File: config.mk
export PLATFORM = sky130hd
export DESIGN_NAME = pipe_hazard_ctrl
export DESIGN_NICKNAME = d
export VERILOG_FILES = /design/src/rtl/pipe_hazard_ctrl.sv
export SDC_FILE = /design/constraint.sdc
export NUM_CORES = 1
export LEC_CHECK = 0
export ABC_AREA = 0
export BUFFER_PORTS_ARGS = -buffer_cell sky130_fd_sc_hd__buf_4
export CAP_MARGIN = 5
export CORE_MARGIN = 4
export CORE_UTILIZATION = 44
export CTS_BUF_LIST = sky130_fd_sc_hd__clkbuf_8
export DETAILED_ROUTE_END_ITERATION = 10
export PLACE_DENSITY = 0.78
export SLEW_MARGIN = 20
export SYNTH_ARGS = -nofsm -noshare
export SYNTH_HDL_FRONTEND = slang
export SYNTH_SLANG_ARGS = --single-unit
File: constraint.sdc
create_clock -name clk -period 2.45 [get_ports clk]
set_input_delay 0.49 -clock clk [delete_from_list [all_inputs] [get_ports clk]]
set_output_delay 0.49 -clock clk [all_outputs]
set_load 0.01 [all_outputs]
File: src/rtl/pipe_hazard_ctrl.sv
// pipe_hazard_ctrl: N-stage stall/bubble/flush controller with a sticky stall watchdog.
// Defining PIPE_HAZARD_PERF_EN adds saturating stall/redirect performance counters.
module pipe_hazard_ctrl #(
    parameter int STAGES    = 5,
    parameter int FLUSH_LEN = 1,
    parameter int WDOG_W    = 10,
    parameter int PERF_W    = 32
) (
    input  logic                      clk,
    input  logic                      rst,
    input  logic                      rdy,
    input  logic [STAGES-1:0]         stall_req,
    input  logic                      redirect,
    input  logic [$clog2(STAGES)-1:0] redirect_stage,
    output logic [STAGES-1:0]         stall,
    output logic [STAGES-1:0]         bubble,
    output logic [STAGES-1:0]         flush,
    output logic                      wdog_trip,
    output logic [PERF_W-1:0]         perf_stall_cnt,
    output logic [PERF_W-1:0]         perf_flush_cnt
);
    localparam int RW = $clog2(STAGES);
    localparam logic [3:0] FCNT_LOAD = 4'(FLUSH_LEN - 1);
    localparam logic [WDOG_W-1:0] WONE = {{(WDOG_W-1){1'b0}}, 1'b1};

    typedef enum logic [1:0] {
        ST_IDLE  = 2'd0,
        ST_FLUSH = 2'd1,
        ST_WDOG  = 2'd2
    } state_e;

    state_e              state_q, state_d;
    logic [RW-1:0]       r_q, r_d;
    logic [3:0]          fcnt_q, fcnt_d;
    logic [WDOG_W-1:0]   wcnt_q, wcnt_d;
    logic [STAGES-1:0]   flush_q, flush_d;
    logic                trip_q, trip_d;
    logic [STAGES-1:0]   base_s, stall_s, bubble_s;
    logic                seen_s, accept_s, wsat_s;

    // Stall vector: everything at or below the highest requester, with flushed stages released.
    always_comb begin
        base_s = {STAGES{1'b0}};
        seen_s = 1'b0;
        for (int i = STAGES - 1; i >= 0; i--) begin
            seen_s    = seen_s | stall_req[i];
            base_s[i] = seen_s;
        end
        if (rst || !rdy || (state_q == ST_WDOG)) begin
            stall_s = {STAGES{1'b1}};
        end else begin
            stall_s = base_s & ~flush_q;
        end
    end

    // Bubble at the boundary between a held stage and a moving, non-flushed successor.
    always_comb begin
        bubble_s = {STAGES{1'b0}};
        for (int i = 0; i < STAGES - 1; i++) begin
            bubble_s[i+1] = stall_s[i] & ~stall_s[i+1] & ~flush_q[i+1];
        end
    end

    // Watchdog counter next state and flush/watchdog FSM transitions.
    always_comb begin
        state_d = state_q;
        r_d     = r_q;
        fcnt_d  = fcnt_q;
        trip_d  = trip_q;
        if (|stall_req) begin
            wcnt_d = (&wcnt_q) ? wcnt_q : (wcnt_q + WONE);
        end else begin
            wcnt_d = {WDOG_W{1'b0}};
        end
        wsat_s   = &wcnt_d;
        accept_s = redirect & rdy & (redirect_stage != {RW{1'b0}}) &
                   (state_q != ST_WDOG) & ~wsat_s;
        if (wsat_s) begin
            state_d = ST_WDOG;
            trip_d  = 1'b1;
            fcnt_d  = 4'd0;
        end else begin
            case (state_q)
                ST_IDLE: begin
                    if (accept_s) begin
                        state_d = ST_FLUSH;
                        r_d     = redirect_stage;
                        fcnt_d  = FCNT_LOAD;
                    end else begin
                        state_d = ST_IDLE;
                    end
                end
                ST_FLUSH: begin
                    // A restart keeps the deeper flush so no older stage escapes.
                    if (accept_s) begin
                        r_d    = (redirect_stage > r_q) ? redirect_stage : r_q;
                        fcnt_d = FCNT_LOAD;
                    end else if (rdy) begin
                        if (fcnt_q == 4'd0) begin
                            state_d = ST_IDLE;
                        end else begin
                            fcnt_d = fcnt_q - 4'd1;
                        end
                    end else begin
                        fcnt_d = fcnt_q;
                    end
                end
                ST_WDOG: begin
                    state_d = ST_WDOG;
                end
                default: begin
                    state_d = ST_IDLE;
                end
            endcase
        end
        flush_d = {STAGES{1'b0}};
        for (int i = 0; i < STAGES; i++) begin
            flush_d[i] = (state_d == ST_FLUSH) && (int'(r_d) > i);
        end
    end

    // Control state registers.
    always_ff @(posedge clk or posedge rst) begin
        if (rst) begin
            state_q <= ST_IDLE;
            r_q     <= {RW{1'b0}};
            fcnt_q  <= 4'd0;
            wcnt_q  <= {WDOG_W{1'b0}};
            flush_q <= {STAGES{1'b0}};
            trip_q  <= 1'b0;
        end else begin
            state_q <= state_d;
            r_q     <= r_d;
            fcnt_q  <= fcnt_d;
            wcnt_q  <= wcnt_d;
            flush_q <= flush_d;
            trip_q  <= trip_d;
        end
    end

    assign stall     = stall_s;
    assign bubble    = bubble_s;
    assign flush     = flush_q;
    assign wdog_trip = trip_q;

`ifdef PIPE_HAZARD_PERF_EN
    localparam logic [PERF_W-1:0] PONE = {{(PERF_W-1){1'b0}}, 1'b1};
    logic [PERF_W-1:0] pstall_q, pflush_q;

    // Saturating performance counters, advancing only while the pipeline is ready.
    always_ff @(posedge clk or posedge rst) begin
        if (rst) begin
            pstall_q <= {PERF_W{1'b0}};
            pflush_q <= {PERF_W{1'b0}};
        end else begin
            if (rdy && (|stall_s) && !(&pstall_q)) begin
                pstall_q <= pstall_q + PONE;
            end
            if (accept_s && !(&pflush_q)) begin
                pflush_q <= pflush_q + PONE;
            end
        end
    end

    assign perf_stall_cnt = pstall_q;
    assign perf_flush_cnt = pflush_q;
`else
    assign perf_stall_cnt = {PERF_W{1'b0}};
    assign perf_flush_cnt = {PERF_W{1'b0}};
`endif

endmodule

== Yosys cells after proc, flatten, opt, wreduce, memory -nomap -nowiden ==
Index checks and enable logic that the tools add are counted.
Word-level totals
  register bits: 25
  input port bits: 12
Cells by class
  add/sub/neg operators: 2
  magnitude comparators: 6
  equality and inequality tests: 7
  muxes and demuxes: 20
  bitwise logic cells: 27
  reductions and logical operators: 16
Operators with widths (count)
  $mux 10: 2
  $mux 4: 5
  $reduce_and 10->1: 2
  $and 1x1->1: 12
  $mux 3: 4
  $add 10x1->10 const B: 1
  $not 1->1: 9
  $mux 2: 4
  $ne 4x4->1 const B: 2
  $pmux 4 s2: 1
  $gt 3x1->1 const B: 2
  $gt 3x2->1 const B: 2
  $pmux 2 s3: 1
  $pmux 3 s2: 1
  $reduce_bool 3->1: 2
  $and 5x5->5: 1
  $logic_and 1x1->1: 5
  $mux 5: 1
  $not 5->5: 1
  $reduce_or 5->1: 1
  $eq 2x1->1 const B: 2
  $logic_not 4->1: 1
  $or 1x1->1: 4
  $reduce_and 4->1: 1
  10 further kinds: 11

== Longest topological paths before layout ==
  word-level depth: 11
  depth in mapped cells: 8
  mapped depth without buffers: 8

== Worst setup path before layout ==
No wires, ideal clock.
  kind: flip-flop to flip-flop
  start point: register wcnt_q[0]
  end point: register r_q[1]
  arrival: 2.276 ns
  data required time: 2.325 ns
  slack: 0.049 ns
  stages on the path, launching flop included: 9
  buffers on the path: 1
  clock period less this slack: 2.401 ns
  cell sequence: dfrtp_1 ha_1 buf_2 nand3_1 nor3_2 mux2i_1 or4b_4 o211ai_4 mux2_4
Between the ends
  cells in the longest elaborated chain, start to end: 9
  elaborated cells on any way between the ends: 11
RTL lines
  start: declaration: RTL line 35  | logic [WDOG_W-1:0] wcnt_q, wcnt_d;
  start signal: assignment: RTL line 128  | wcnt_q <= {WDOG_W{1'b0}};
  start signal: assignment: RTL line 135  | wcnt_q <= wcnt_d;
  $add 10x1->10 / $reduce_and 10->1 (equally long branches): RTL line 71  | wcnt_d = (&wcnt_q) ? wcnt_q : (wcnt_q + WONE);
  $mux 10 (*): RTL line 71
  $mux 10 (*): RTL line 70  | if (|stall_req) begin
  $reduce_and 10->1 (*): RTL line 75  | wsat_s = &wcnt_d;
  $not 1->1: RTL line 77  | (state_q != ST_WDOG) & ~wsat_s;
  $and 1x1->1: RTL line 77
  $mux 3 (on tied branches): RTL line 95, 85
  $pmux 3 s2: RTL line 83  | case (state_q)
  $mux 3 (*): RTL line 78  | if (wsat_s) begin
  named net r_d[1]: RTL line 33  | logic [RW-1:0] r_q, r_d;
  end signal: assignment: RTL line 126  | r_q <= {RW{1'b0}};
  end signal: assignment: RTL line 133  | r_q <= r_d;
  end: declaration: RTL line 33
The timed path passes the listed nets; every way through them passes the cells marked *.
A chain may end at the register's enable or synchronous reset.

== Worst setup path after layout ==
  start point: register wcnt_q[1]
  end point: register r_q[1]
Same word-level chain as after synthesis.

==> results.json <==
{
  "status": "finished clean",
  "finClkSkew_ns": 0.00351,
  "grt_pass1_wl_mm": 6.57,
  "ys_seq_area_share_pct": 30.5,
  "drtIter0Drc": 118,
  "crit_path_end_kind": "flop",
  "report.final.hold_viol_count": 0,
  "grt_pass1_vias": 1430,
  "hold_buffers": 0,
  "grt_use_total_pct": 13.7,
  "hold_ws_ns": 0.322,
  "max-clock-path-buffers": 2,
  "n_antenna_cell": 0,
  "vdd_drop_max_mv": 0.394,
  "nets": 292,
  "htree_levels": 1,
  "syn_area_per_cell_um2": 8.62,
  "dr.pass1.iters": 4,
  "synth_top_cell_by_area": "dfrtp_1",
  "rrSetupSlack_ns": 0.08,
  "initial_core_util_pct": 46.1,
  "die_w_um": 76.3,
  "die-area_mm2": 0.00582,
  "cts_sinks": 25,
  "dp_hpwl_mm": 3.31,
  "dr_total_vias": 1605,
  "root_buffer": "clkbuf_8",
  "syn_inst": 238,
  "synth_ff_type": "dfrtp_1",
  "wl_mm": 4.23,
  "synthesis.area_mm2": 0.00205,
  "fin_setup_tns_ns": 0,
  "drcViolationCount": 0,
  "gr-total-overflow": 0,
  "critPathMaxFanout": 5,
  "leakagePower_nw": 1.07,
  "synth_edf_count": 0,
  "synth_common_cells": "67 x buf_4, 25 x dfrtp_1, 21 x nor2_1",
  "grt_start_max_net_pins": 26,
  "ys_seq_elements": 25,
  "hold_class": "in2async",
  "yosysMostFrequentCell": "buf_4",
  "vias_per_cell": 4.94,
  "gp_congestion": 0.919,
  "synth_top_area_share_pct": 30.5,
  "syn2layout_area_growth_pct": 6.89,
  "clk_latency_ns": 0.27,
  "required_ns": 2.61,
  "setup_viol": 0,
  "yosysUniqueCellTypes": 43,
  "ys_warn_count": 0,
  "antenna_found_initial": 0,
  "maxSlewViolCount": 0,
  "coreArea_mm2": 0.00444,
  "path_class": "reg2reg",
  "finalCritPeriodShare_pct": 96.6,
  "fmax_ghz": 0.423,
  "port_buffers": 26,
  "async_flop_share_pct": 100,
  "cts_buffers": 3,
  "period_minus_slack_ns": 2.37,
  "cap_violations": 0,
  "cts_tree": "yes",
  "die_y_um": 76.3,
  "row_count": 24,
  "drive_gt1_share_pct": 22.3,
  "synthTopCellsByArea": "dfrtp_1 31%, buf_4 25%, nor2_1 3.8%",
  "worst_ep_arrival_time_ns": 2.53,
  "ant_nets": 0,
  "pin_count": 92,
  "p_per_area_mw_per_mm2": 619,
  "routedWlPerCell_um": 13.0,
  "clk_pin_slew_ns": 0.09,
  "worstSetupStartpointType": "flop"
}
## sequential cells by signal (all words and copies together) (netlist names)
name	cells
wcnt_q	10
flush	5
fcnt_q	4
r_q	3
state_q	2
wdog_trip	1
## metal layers
| layer | global-route usage [%] | vias up | wire [µm] |
|---|---|---|---|
| li1 | - | 765 | - |
| met1 | 17.3 | 739 | 1770 |
| met2 | 22.2 | 91 | 1950 |
| met3 | 2.84 | 10 | 380 |
| met4 | 6.88 | 0 | 128 |
| met5 | 0 | - | 0 |
## power breakdown
group | internal [mW] | switching, mW | total [mW]
sequential | 0.503 | 0.121 | 0.624
combinational | 0.208 | 0.286 | 0.494
clock | 0.112 | 0.128 | 0.240
total | 0.823 | 0.535 | 1.36
## through the flow
step	instances	utilization (%)	power, mW	setup slack (ns)	cell area [µm²]
CTS	324	48.4	1.34	0.0202	2150
finish	325	49.3	1.36	0.0832	2190
global placement	320	47.4	1.06	0.0292	2110
detailed placement	320	47.4	1.08	-0.0344	2110
floorplan	302	-	1.03	0.0487	2290
global route	325	49.3	1.47	-0.0227	2190
## worst max-delay path, stage by stage (launching register included)
cell and delay [ns]:
dfrtp_1 0.40, buf_4 0.16, and4_4 0.20, and3_4 0.18, mux2i_2 0.16, or4b_4 0.57, o211ai_4 0.27, mux2_4 0.32
## cell usage in the layout (no fill, tap or decap), drive strengths merged, types with 6 or more instances in the layout
cell   instances
buf           36
nor2          21
inv           11
o21ai         12
nand3          7
ha             6
dfrtp         25
nand2         11
conb          65
a21oi         11
nor3           6
## worst paths after layout
check,startpoint,end,cells after the start
min in group clk,wdog_trip,wdog_trip,1
hold reg to reg,wdog_trip,wdog_trip,1
setup reg to reg,wcnt_q[1],r_q[1],7
max in group asynchronous,rst,wcnt_q[6],3
setup / recovery,wcnt_q[1],r_q[1],7
hold / removal,rst,wcnt_q[9],3
## timing repair
item                                    4_1_cts  5_1_grt
pin swaps                                     2        2
endpoints found under the setup margin        2        7
setup buffers                                 0        1
resized for setup                             0       12
endpoints found under the hold margin         0        0
## cells by family after synthesis
family	synth area share, %
AO/OA/AOI/OAI	13.1
XOR/XNOR	0.427
adder cells (fa/ha/maj)	3.66
buffers and inverters	26.8
flip-flops	30.5
multiplexers	4.45
other	0.183
AND/OR/NAND/NOR	20.8
## area by class of cell
type | count | area, µm²
fillers | 420 | 2250
multi-input cells | 198 | 1140
flip-flops and latches | 25 | 631
repair buffers | 36 | 270
well taps | 52 | 65.1
clock buffers | 3 | 41.3
inverters | 10 | 37.5
clock inverters | 1 | 3.75
(Power assumes the default switching activity.)
